**config.mk**
```make
export PLATFORM = sky130hd
export DESIGN_NAME = read_burst_sequencer
export DESIGN_NICKNAME = d
export VERILOG_FILES = /design/src/rtl/rbs_pkg.sv /design/src/rtl/rbs_outstanding_ctr.sv /design/src/rtl/read_burst_sequencer.sv
export SDC_FILE = /design/constraint.sdc
export NUM_CORES = 1
export LEC_CHECK = 0
export ABC_AREA = 1
export CAP_MARGIN = 20
export CORE_MARGIN = 2
export CORE_UTILIZATION = 59
export DETAILED_ROUTE_END_ITERATION = 8
export PLACE_DENSITY = 0.91
export RECOVER_POWER = 100
export REMOVE_ABC_BUFFERS = 1
export SYNTH_ARGS = -nofsm -noshare
export SYNTH_HDL_FRONTEND = slang
export SYNTH_SLANG_ARGS = --single-unit
```
**constraint.sdc**
```tcl
create_clock -name i_clk -period 10 [get_ports i_clk]
set_input_delay 2 -clock i_clk [delete_from_list [all_inputs] [get_ports i_clk]]
set_output_delay 2 -clock i_clk [all_outputs]
set_load 0.005 [all_outputs]
```
**src/rtl/rbs_pkg.sv**
```systemverilog
// Shared types, constants and burst-sizing helper for the read burst sequencer.
package rbs_pkg;

  typedef enum logic [2:0] {
    IDLE,
    ARMED,
    RUN,
    DRAIN,
    FLUSH
  } rbs_state_t;

  localparam logic [1:0]  AXI_BURST_INCR = 2'b01;
  localparam int unsigned PAGE_BYTES     = 4096;

  // Beats for the next burst: bounded by what is left, the burst cap and the 4 KB page end.
  function automatic int unsigned burst_beats(input int unsigned remaining,
                                              input logic [11:0] page_off,
                                              input int unsigned beat_shift,
                                              input int unsigned max_burst);
    int unsigned page_beats;
    int unsigned beats;
    page_beats = (PAGE_BYTES - {20'd0, page_off}) >> beat_shift;
    beats      = remaining;
    if (max_burst < beats) beats = max_burst;
    if (page_beats < beats) beats = page_beats;
    return beats;
  endfunction

endpackage

```
**src/rtl/rbs_outstanding_ctr.sv**
```systemverilog
// Up/down counter of AR bursts issued but not yet closed by an rlast beat.
module rbs_outstanding_ctr #(
  parameter int unsigned MAX_OUTSTANDING = 4,
  localparam int unsigned CNT_W = $clog2(MAX_OUTSTANDING + 1)
) (
  input  logic             i_clk,
  input  logic             i_rst,
  input  logic             i_inc,
  input  logic             i_dec,
  output logic [CNT_W-1:0] o_count,
  output logic             o_full,
  output logic             o_empty
);

  logic [CNT_W-1:0] r_count;

  assign o_count = r_count;
  assign o_full  = (r_count == CNT_W'(MAX_OUTSTANDING));
  assign o_empty = (r_count == '0);

  always_ff @(posedge i_clk or posedge i_rst) begin
    if (i_rst) begin
      r_count <= '0;
    end else if (i_inc && !i_dec && !o_full) begin
      r_count <= r_count + CNT_W'(1);
    end else if (i_dec && !i_inc && !o_empty) begin
      r_count <= r_count - CNT_W'(1);
    end
  end

endmodule

```
**src/rtl/read_burst_sequencer.sv**
```systemverilog
// Splits one loaded read command into AXI4 INCR AR bursts capped in length and kept inside
// 4 KB pages, tracking completion on the R channel.
module read_burst_sequencer
  import rbs_pkg::*;
#(
  parameter int unsigned AXI_ADDR_WIDTH  = 32,
  parameter int unsigned AXI_DATA_WIDTH  = 64,
  parameter int unsigned TOP_LEN_WIDTH   = 20,
  parameter int unsigned MAX_BURST_LEN   = 16,
  parameter int unsigned MAX_OUTSTANDING = 4
) (
  input  logic                      i_clk,
  input  logic                      i_rst,
  input  logic                      i_read_start,
  input  logic                      i_read_restart,
  input  logic                      i_top_read_valid,
  input  logic [TOP_LEN_WIDTH-1:0]  i_top_read_len,
  input  logic [AXI_ADDR_WIDTH-1:0] i_top_read_addr,
  output logic                      o_arvalid,
  input  logic                      i_arready,
  output logic [AXI_ADDR_WIDTH-1:0] o_araddr,
  output logic [7:0]                o_arlen,
  output logic [2:0]                o_arsize,
  output logic [1:0]                o_arburst,
  input  logic                      i_rvalid,
  input  logic                      i_rready,
  input  logic                      i_rlast,
  output logic                      o_busy,
  output logic                      o_done,
  output logic                      o_cmd_drop
);

  localparam int unsigned BEAT_BYTES = AXI_DATA_WIDTH / 8;
  localparam int unsigned BEAT_SHIFT = $clog2(BEAT_BYTES);
  localparam int unsigned CNT_W      = $clog2(MAX_OUTSTANDING + 1);
  localparam logic [AXI_ADDR_WIDTH-1:0] ADDR_LOW_MASK = AXI_ADDR_WIDTH'(BEAT_BYTES - 1);

  rbs_state_t                r_state;
  logic [AXI_ADDR_WIDTH-1:0] r_addr;
  logic [TOP_LEN_WIDTH-1:0]  r_remaining;
  logic [8:0]                r_beats;
  logic                      r_arvalid;
  logic [AXI_ADDR_WIDTH-1:0] r_araddr;
  logic [7:0]                r_arlen;
  logic                      r_busy;
  logic                      r_done;
  logic                      r_cmd_drop;

  int unsigned               w_beats;
  logic                      w_ar_hs;
  logic                      w_r_last;
  logic [CNT_W-1:0]          w_outstanding;
  logic                      w_full;
  logic                      w_empty;

  assign w_ar_hs  = r_arvalid && i_arready;
  assign w_r_last = i_rvalid && i_rready && i_rlast;
  assign w_beats  = burst_beats(32'(r_remaining), r_addr[11:0], BEAT_SHIFT, MAX_BURST_LEN);

  rbs_outstanding_ctr #(
    .MAX_OUTSTANDING(MAX_OUTSTANDING)
  ) u_ctr (
    .i_clk  (i_clk),
    .i_rst  (i_rst),
    .i_inc  (w_ar_hs),
    .i_dec  (w_r_last),
    .o_count(w_outstanding),
    .o_full (w_full),
    .o_empty(w_empty)
  );

  always_ff @(posedge i_clk or posedge i_rst) begin
    if (i_rst) begin
      r_state     <= IDLE;
      r_addr      <= '0;
      r_remaining <= '0;
      r_beats     <= '0;
      r_arvalid   <= 1'b0;
      r_araddr    <= '0;
      r_arlen     <= '0;
      r_busy      <= 1'b0;
      r_done      <= 1'b0;
      r_cmd_drop  <= 1'b0;
    end else begin
      r_done     <= 1'b0;
      r_cmd_drop <= 1'b0;
      // A pending AR is always carried to its handshake, even across a restart.
      if (w_ar_hs) r_arvalid <= 1'b0;

      if (i_read_restart) begin
        r_state     <= FLUSH;
        r_busy      <= 1'b1;
        r_addr      <= '0;
        r_remaining <= '0;
        r_cmd_drop  <= i_top_read_valid;
      end else begin
        case (r_state)
          IDLE, ARMED: begin
            if (i_top_read_valid) begin
              r_addr      <= i_top_read_addr & ~ADDR_LOW_MASK;
              r_remaining <= i_top_read_len;
              r_state     <= ARMED;
              r_busy      <= 1'b1;
            end
            if (r_state == ARMED && i_read_start) r_state <= RUN;
          end
          RUN: begin
            r_cmd_drop <= i_top_read_valid;
            if (r_arvalid) begin
              if (i_arready) begin
                r_addr      <= r_addr + (AXI_ADDR_WIDTH'(r_beats) << BEAT_SHIFT);
                r_remaining <= r_remaining - TOP_LEN_WIDTH'(r_beats);
              end
            end else if (r_remaining == '0) begin
              r_state <= DRAIN;
            end else if (!w_full) begin
              r_arvalid <= 1'b1;
              r_araddr  <= r_addr;
              r_arlen   <= 8'(w_beats - 1);
              r_beats   <= 9'(w_beats);
            end
          end
          DRAIN: begin
            r_cmd_drop <= i_top_read_valid;
            if (w_empty) begin
              r_state <= IDLE;
              r_busy  <= 1'b0;
              r_done  <= 1'b1;
            end
          end
          FLUSH: begin
            r_cmd_drop <= i_top_read_valid;
            if (!r_arvalid && w_outstanding == '0) begin
              r_state <= IDLE;
              r_busy  <= 1'b0;
            end
          end
          default: begin
            r_state <= IDLE;
            r_busy  <= 1'b0;
          end
        endcase
      end
    end
  end

  assign o_arvalid  = r_arvalid;
  assign o_araddr   = r_araddr;
  assign o_arlen    = r_arlen;
  assign o_arsize   = 3'(BEAT_SHIFT);
  assign o_arburst  = AXI_BURST_INCR;
  assign o_busy     = r_busy;
  assign o_done     = r_done;
  assign o_cmd_drop = r_cmd_drop;

endmodule

```
==> results.sh, run 1 <==
export IMPL_netlist_area_um2=6980
export IMPL_syn2layout_area_growth_pct=18.6
export IMPL_synth_compound_area_share_pct=15.9
export IMPL_total_power_mw=2.40
export IMPL_synth_cell_types=46
export IMPL_final_cells=1192
export IMPL_rsz0062_at_grt="false"
export IMPL_grt_max_degree=81
export IMPL_drc=0
export IMPL_cp_max_fo=38
export IMPL_port_buffers=98
export IMPL_yosysSeqAreaShare_pct=37.7
export IMPL_reg2regPathDepth=12
export IMPL_synthArstFlopShare_pct=100
export IMPL_ir_worst_vdd_mv=0.196
export IMPL_ctsResizeCount=0
export IMPL_die_area_um2=12700
export IMPL_ios=110
export IMPL_synth_top_family_by_area="simple AND/OR/NAND/NOR gates"
export IMPL_slew_headroom_pct=-105
export IMPL_synth_area_leaders="dfrtp_1 (38%), nand2_1 (13%), o21ai_0 (6.6%)"
export IMPL_yosys_area_top_type="dfrtp_1"
export IMPL_period_share_pct=67.3
export IMPL_period_minus_slack_ps=6730
export IMPL_synth_top_area_share_pct=37.7
export IMPL_antenna_found_initial=0
export IMPL_dp_hpwl_um=13000
export IMPL_synthCells=956
export IMPL_cts_path_max_buffers=2
export IMPL_gp_congestion=0.962
export IMPL_yosysMostFrequentCell="nand2_1"
export IMPL_cts_sinks=105
export IMPL_ys_flop_type="dfrtp_1"
export IMPL_switching_share_pct=46.2
export IMPL_grt_pass1_wl_um=30500
export IMPL_arrival_ps=6980
export IMPL_clk_pin_slew_worst_paths_ps=60
export IMPL_yosys_warnings=0
export IMPL_grt_pass1_vias=6445
export IMPL_hold_viol_final=0
export IMPL_skew_ps=7.80
export IMPL_wirelength_um=18100
export IMPL_grt_util_all_layers_pct=29.8
export IMPL_failed_checks="capacitance limit, slew limit"
export IMPL_num_fill_cells=915
export IMPL_crit_required_ps=10250
export IMPL_status="finished, violations left"
export IMPL_setup_viol=0
export IMPL_slew_violations=228
export IMPL_die_w_um=113
export IMPL_wl_per_cell_um=15.2
export IMPL_start_util_pct=60.9
export IMPL_ys_seq_elements=105
export IMPL_final_util_pct=72.2
export IMPL_clkPwrFrac_pct=14.2
export IMPL_postRouteAntennaNets=0
export IMPL_via_per_inst=5.62
export IMPL_whs_path_depth=2
export IMPL_intPower_mw=1.29
export IMPL_numCtsBuffers=9
export IMPL_cts_hold_buffers=0
export IMPL_num_nets_final=1139
export IMPL_maxCapViolations=4
export IMPL_synthTopCellsByCount="nand2_1 (234), inv_1 (116), dfrtp_1 (105), o21ai_0 (92), nor2_1 (70)"
export IMPL_cts_htree_levels=3
export IMPL_overflow=0
export IMPL_n_antenna_cell=0
export IMPL_dp_cells=1177
export IMPL_synth_xor_area_share_pct=4.00
export IMPL_endpoint_kind="flop"
export IMPL_insertion_delay_ps=360
export IMPL_setup_tns_ps=0
export IMPL_synth_mux_area_share_pct=0.323
export IMPL_fmax_mhz=149
export IMPL_cts_tree="done"
export IMPL_synth_edff_count=0
export IMPL_drive_gt1_share_pct=4.58
export IMPL_start_kind="primary input"
export IMPL_p_sw_mw=1.11
export IMPL_synth_fa_ha_area_share_pct=6.24
export IMPL_hp_class="flop to flop"
export IMPL_drt_iter0_markers=609
export IMPL_postSynthAreaPerCell_um2=7.30
export IMPL_root_buffer="clkbuf_16"
export IMPL_critPathKind="primary input to flop"
export IMPL_seqPwrFrac_pct=31.0
export IMPL_route_vias_total=6702
export IMPL_p_leak_nw=3.94
export IMPL_power_density_nw_per_um2=289
export IMPL_drt_first_pass_iters=5
export IMPL_die_height_um=113
export IMPL_pwr_share_comb_pct=54.8
export IMPL_postCtsSetupRepairBufs=0
export IMPL_worst_pin_slew_ps=3070
export IMPL_core_area_um2=11500
export IMPL_fp_row_count=39
export IMPL_yosys_area_share_simple_pct=26.7
## stage by stage
step | instance area (um2) | setup WS [ps] | hold WS (ps)
global route | 8280 | 2860 | 513
global placement | 8040 | 5110 | 461
floorplan | 6840 | 5210 | 471
detailed placement | 8040 | 4900 | 465
CTS | 8310 | 5270 | 483
finish | 8280 | 3270 | 473
## registers in the layout (all words and copies together) (netlist names)
name	count
o_araddr	29
o_arlen	8
o_arvalid	1
o_busy	1
o_cmd_drop	1
o_done	1
r_addr	29
r_beats	9
r_remaining	20
r_state	3
u_ctr.o_count	3
## critical path: stages
cell and delay, ps:
dlygate4sd3_1 740, nor2_1 110, inv_1 280, o21a_1 170, clkbuf_1 1250, inv_1 1080, nor2_4 830, o21a_1 220
o21ai_0 130, o21ai_0 120
## layout by cell type (no fill, tap or decap), types with 4 or more instances in the layout
cell	count
o211ai_1	5
nand3_1	53
nand4_1	6
nor3_1	24
nor2_1	70
o21ai_0	96
o22ai_1	13
nand2_1	234
nand2_2	8
o21ai_1	5
o21a_1	7
xor2_1	26
ha_1	30
nor4_1	5
dfrtp_1	105
a22oi_1	12
nor2_2	6
dlygate4sd3_1	44
clkdlybuf4s50_1	54
a21oi_1	57
xnor2_1	4
clkbuf_1	6
inv_2	4
clkbuf_16	9
inv_1	117
conb_1	13
nand2_4	5
## per-layer routing
metal	vias to the layer above	share of wire (%)	global-route usage (%)	wire, um
li1	3282	-	-	-
met4	0	2.0	8.62	361
met3	37	7.3	5.62	1330
met1	3113	43	40.1	7850
met2	270	47	49.8	8600
met5	-	0	0	0
## power by group through the flow
| stage | clock (mW) | sequential [mW] | combinational (mW) |
|---|---|---|---|
| after CTS | 0.342 | 0.741 | 1.34 |
| after floorplan | 0 | 0.717 | 0.929 |
| after global placement | 0 | 0.736 | 1.29 |
| after global routing | 0.360 | 0.766 | 1.49 |
| after detailed placement | 0 | 0.745 | 1.33 |
| final | 0.340 | 0.742 | 1.31 |
## path summary, 6_finish.rpt
path	endpoint	slack (ps)	from
max	r_addr[22]	3270	i_read_restart
min	o_arlen[3]	470	o_arlen[3]
max reg2reg	r_addr[22]	4780	r_state[1]
min reg2reg	o_arlen[3]	470	o_arlen[3]
max in group asynchronous	r_remaining[6]	3790	i_rst
min in group asynchronous	o_araddr[12]	2650	i_rst
## cell families (layout without fill, tap and decap cells)
| group | after synthesis | in the layout |
|---|---|---|
| buffers and inverters | 158 | 240 |
| multiplexers | 2 | 2 |
| XOR/XNOR | 31 | 31 |
| AND/OR/NAND/NOR | 423 | 423 |
| AO/OA/AOI/OAI | 202 | 202 |
| flip-flops | 105 | 105 |
| adder cells (fa/ha/maj) | 33 | 33 |
| other | 2 | 13 |
## layout make-up
class / count / area (um2) / area share, %
multi-input cells: 704 / 3740 / 45.2
flip-flops and latches: 105 / 2630 / 31.7
repair buffers: 102 / 996 / 12.0
inverters: 123 / 463 / 5.59
clock buffers: 13 / 260 / 3.14
well taps: 143 / 179 / 2.16
clock inverters: 2 / 13.8 / 0.166
No activity file was read; power rests on OpenSTA's default activity.
==> run 2: changes to the inputs <==
--- a/config.mk
+++ b/config.mk
@@ -8,9 +8,9 @@
 export ABC_AREA = 1
 export CAP_MARGIN = 20
 export CORE_MARGIN = 2
-export CORE_UTILIZATION = 59
+export CORE_UTILIZATION = 55
 export DETAILED_ROUTE_END_ITERATION = 8
-export PLACE_DENSITY = 0.91
+export PLACE_DENSITY = 0.85
 export RECOVER_POWER = 100
 export REMOVE_ABC_BUFFERS = 1
 export SYNTH_ARGS = -nofsm -noshare
==> constraint.sdc (replaced) <==
create_clock -name i_clk -period 6.5 [get_ports i_clk]
set_input_delay 1.3 -clock i_clk [delete_from_list [all_inputs] [get_ports i_clk]]
set_output_delay 1.3 -clock i_clk [all_outputs]
set_load 0.005 [all_outputs]
==> run 2 against run 1 <==
Against the previous run: the run still ends with capacitance limit, slew limit left; non-clock buffer count grew 2; cell count rose by 2.7%; clock skew up 2.2 ps; sequential cell count unchanged; critical path type unchanged; largest cell class unchanged; highest routed layer unchanged.
==> results.sh, run 2 (synthesis results as in run 1) <==
export IMPL_status="finished, violations left"
export IMPL_failed_checks="capacitance limit, slew limit"
export IMPL_drive_gt1_share_pct=5.04
export IMPL_slew_headroom_pct=-130
export IMPL_grt_pass1_wl_um=29400
export IMPL_period_share_pct=76.7
export IMPL_clk_pin_slew_worst_paths_ps=70
export IMPL_root_buffer="clkbuf_16"
export IMPL_via_per_inst=5.43
export IMPL_wl_per_cell_um=14.6
export IMPL_final_cells=1224
export IMPL_period_minus_slack_ps=4990
export IMPL_grt_max_degree=78
export IMPL_final_cell_mix="nand2_1 (234), inv_1 (117), dfrtp_1 (105)"
export IMPL_use_met3_pct=4.31
export IMPL_dp_cells=1207
export IMPL_die_height_um=117
export IMPL_crit_slowest_cell="clkbuf_1"
export IMPL_wirelength_um=17900
export IMPL_insertion_delay_ps=360
export IMPL_grt_pass1_vias=6171
export IMPL_drt_iter0_markers=451
export IMPL_cts_hold_buffers=0
export IMPL_start_kind="primary input"
export IMPL_drc=0
export IMPL_cp_top_family="buffers and inverters"
export IMPL_p_leak_nw=3.99
export IMPL_r2r_start="r_state[1]"
export IMPL_n_antenna_cell=0
export IMPL_arrival_ps=5240
export IMPL_total_power_mw=3.80
export IMPL_grt_use_met1_pct=37.5
export IMPL_dp_hpwl_um=12700
export IMPL_post_dp_cell_area_um2=8080
export IMPL_postCtsSetupRepairBufs=0
export IMPL_rsz0062_at_grt="false"
export IMPL_ios=110
export IMPL_cts_htree_levels=3
export IMPL_slew_violations=179
export IMPL_hold_viol_final=0
export IMPL_power_density_nw_per_um2=451
export IMPL_die_w_um=117
export IMPL_met2_usage_pct=45.6
export IMPL_postRouteAntennaNets=0
export IMPL_route_vias_total=6646
export IMPL_core_area_um2=12500
export IMPL_max_stage_delay_ps=1300
export IMPL_worst_pin_slew_ps=3430
export IMPL_critPathKind="primary input to flop"
export IMPL_crit_start="i_read_restart"
export IMPL_crit_required_ps=6750
export IMPL_num_fill_cells=1086
export IMPL_cp_max_fo=38
export IMPL_port_buffers=98
export IMPL_start_util_pct=55.7
export IMPL_fmax_mhz=201
export IMPL_fp_row_count=41
export IMPL_ctsResizeCount=0
export IMPL_die_area_um2=13600
export IMPL_fin_area_um2=8440
export IMPL_cts_tree="done"
export IMPL_worstPathCellList="dlygate4sd3_1 -> nor2_1 -> inv_1 -> o21a_1 -> clkbuf_1 -> inv_1 -> nor2_4 -> o21ai_0 -> o22ai_1"
export IMPL_grt_util_all_layers_pct=27.7
export IMPL_cp_common_cell="inv_1"
export IMPL_antenna_found_initial=0
export IMPL_endpoint_kind="flop"
export IMPL_cts_sinks=105
export IMPL_skew_ps=10.0
export IMPL_numCtsBuffers=9
export IMPL_cp_buffers_inverters=4
export IMPL_final_common_cell="nand2_1"
export IMPL_hp_class="flop to flop"
export IMPL_syn2layout_area_growth_pct=20.9
export IMPL_drt_first_pass_iters=5
export IMPL_grt_busiest_layer="met2"
export IMPL_ir_worst_vdd_mv=0.186
export IMPL_setup_viol=0
export IMPL_maxCapViolations=3
export IMPL_cts_path_max_buffers=2
export IMPL_setup_tns_ps=0
export IMPL_hold_slack_ps=477
export IMPL_num_nets_final=1141
export IMPL_gp_congestion=0.934
export IMPL_overflow=0
export IMPL_holdCritStartpoint="o_arlen[1]"
## run 2: worst register-to-register path: stages, from the launching register on
cell	delay [ps]
dfrtp_1	400
inv_2	80
nor2_2	50
nand2_2	350
nor2_1	110
inv_1	280
o21a_1	180
clkbuf_1	1300
inv_1	270
nor2_4	610
o21ai_0	220
o22ai_1	190
## run 2: path summary, 6_finish.rpt
check | end | slack [ps] | depth (start not counted)
max | r_addr[25] | 1510 | 9
min | o_arlen[1] | 480 | 2
max reg2reg | r_addr[25] | 2350 | 11
min reg2reg | o_arlen[1] | 480 | 2
max in group asynchronous | r_remaining[7] | 2570 | 2
min in group asynchronous | o_araddr[12] | 2390 | 2
## run 2: layout make-up
type | count | area [um2] | share of cell area, %
Inverter | 123 | 463 | 5.49
Timing Repair Buffer | 104 | 1030 | 12.3
Multi-Input combinational cell | 704 | 3750 | 44.5
Clock inverter | 5 | 103 | 1.22
Clock buffer | 11 | 243 | 2.88
Tap cell | 172 | 215 | 2.55
Sequential cell | 105 | 2630 | 31.1
## run 2: where the power goes
group	internal [mW]	switching, mW
Clock	0.387	0.254
Combinational	0.796	1.23
Sequential	0.915	0.224
## run 2: per-stage QoR
step / setup slack, ps / utilization, %
floorplan: 2410 / -
global placement: 2510 / 64.6
detailed placement: 2450 / 64.6
CTS: 2650 / 67.3
global route: 1220 / 67.4
finish: 1510 / 67.4
## run 2: metal layers
layer / wire length, um / vias to the layer above
li1: - / 3300
met2: 8370 / 245
met3: 1260 / 28
met1: 7910 / 3073
met5: 0 / -
met4: 319 / 0
==> run 3: changes to the inputs <==
==> constraint.sdc (replaced) <==
create_clock -name i_clk -period 5.1 [get_ports i_clk]
set_input_delay 1.02 -clock i_clk [delete_from_list [all_inputs] [get_ports i_clk]]
set_output_delay 1.02 -clock i_clk [all_outputs]
set_load 0.005 [all_outputs]
==> run 3 against run 2 <==
Against the previous run: the run still ends with capacitance limit, slew limit left; worst setup slack lost 470 ps; clock power grew 10%; critical path type is now flop to flop; design area shrank 1.2%; via count grew 0.20%; non-clock buffer count is the same; combinational power grew 25%; sequential cell count is the same; largest power group unchanged.
==> results.sh, run 3 (synthesis results as in run 1) <==
export IMPL_status="finished, violations left"
export IMPL_failed_checks="capacitance limit, slew limit"
export IMPL_grt_pass1_wl_um=29500
export IMPL_fin_area_um2=8340
export IMPL_worst_pin_slew_ps=1900
export IMPL_cts_path_max_buffers=2
export IMPL_dp_cells=1208
export IMPL_total_power_mw=4.69
export IMPL_fmax_mhz=247
export IMPL_final_common_cell="nand2_1"
export IMPL_dp_hpwl_um=12800
export IMPL_cts_sinks=105
export IMPL_cp_top_family="simple AND/OR/NAND/NOR gates"
export IMPL_final_cell_mix="nand2_1 (237), inv_1 (117), dfrtp_1 (105)"
export IMPL_setup_ws_ps=1050
export IMPL_crit_slowest_cell="dfrtp_1"
export IMPL_slew_headroom_pct=-26.4
export IMPL_port_buffers=98
export IMPL_post_dp_cell_area_um2=8090
export IMPL_grt_util_all_layers_pct=27.6
export IMPL_gp_congestion=0.914
export IMPL_cp_buffers_inverters=3
export IMPL_skew_ps=6.94
export IMPL_max_stage_delay_ps=410
export IMPL_start_util_pct=55.7
export IMPL_r2r_start="r_addr[4]"
export IMPL_die_height_um=117
export IMPL_setup_viol=0
export IMPL_ctsResizeCount=0
export IMPL_cp_max_fo=10
export IMPL_power_density_nw_per_um2=562
export IMPL_slew_violations=71
export IMPL_final_util_pct=66.6
export IMPL_cts_hold_buffers=0
export IMPL_insertion_delay_ps=360
export IMPL_period_share_pct=79.5
export IMPL_root_buffer="clkbuf_16"
export IMPL_grt_pass1_vias=6272
export IMPL_crit_start="r_addr[4]"
export IMPL_cp_common_cell="nand2_1"
export IMPL_syn2layout_area_growth_pct=19.5
export IMPL_drt_iter0_markers=493
export IMPL_setup_tns_ps=0
export IMPL_core_area_um2=12500
export IMPL_period_minus_slack_ps=4050
export IMPL_drc=0
export IMPL_arrival_ps=4300
export IMPL_start_kind="flop"
export IMPL_rsz0062_at_grt="false"
export IMPL_holdCritStartpoint="o_araddr[24]"
export IMPL_ir_worst_vdd_mv=0.262
export IMPL_crit_required_ps=5350
export IMPL_grt_max_degree=47
export IMPL_num_fill_cells=1123
export IMPL_hold_viol_final=0
export IMPL_via_per_inst=5.44
export IMPL_critPathKind="flop to flop"
export IMPL_fp_row_count=41
export IMPL_numCtsBuffers=9
export IMPL_drive_gt1_share_pct=4.37
export IMPL_cts_tree="done"
export IMPL_antenna_found_initial=0
export IMPL_hp_class="flop to flop"
export IMPL_overflow=0
export IMPL_route_vias_total=6659
export IMPL_cts_htree_levels=3
export IMPL_drt_first_pass_iters=5
export IMPL_wirelength_um=17800
export IMPL_die_area_um2=13600
export IMPL_postRouteAntennaNets=0
export IMPL_num_nets_final=1141
export IMPL_endpoint_kind="flop"
export IMPL_hold_slack_ps=474
export IMPL_maxCapViolations=2
export IMPL_postCtsSetupRepairBufs=0
export IMPL_die_w_um=117
export IMPL_final_cells=1224
export IMPL_clk_pin_slew_worst_paths_ps=70
export IMPL_wl_per_cell_um=14.6
export IMPL_p_leak_nw=3.96
export IMPL_n_antenna_cell=0
export IMPL_ios=110
export IMPL_pre_cts_ws_ps=1430
run 3: where the power goes:
part	internal [mW]	switching, mW	total, mW
logic	0.996	1.53	2.53
clock network	0.394	0.312	0.705
registers	1.17	0.286	1.45
run 3: path summary, 6_finish.rpt:
path | end | slack (ps) | cells past startpoint
max reg2reg | o_arlen[6] | 1050 | 25
min reg2reg | o_araddr[24] | 470 | 2
max in group asynchronous | r_remaining[5] | 1420 | 3
max | o_arlen[6] | 1050 | 25
min | o_araddr[24] | 470 | 2
min in group asynchronous | o_araddr[12] | 1380 | 2
run 3: worst min-delay path, delay by kind of cell, from the launching register on:
kind / cells / cell delay [ps]
DFF: 1 / 340
and+or+nand+nor: 2 / 100
run 3: final cells by class:
cell class	instances	area (um2)	share of cell area (%)
Multi-Input combinational cell	704	3730	44.7
Inverter	123	463	5.55
Clock inverter	3	40.0	0.480
Clock buffer	13	250	3.00
Sequential cell	105	2630	31.5
Tap cell	172	215	2.58
Timing Repair Buffer	104	1010	12.2
run 3: layer usage:
| metal | wire (um) | share of wire [%] | global-route usage (%) |
|---|---|---|---|
| met1 | 7900 | 44 | 37.8 |
| met2 | 8470 | 48 | 45.7 |
| met3 | 1140 | 6.4 | 3.37 |
| met4 | 314 | 1.8 | 9.88 |
| met5 | 0 | 0 | 0 |
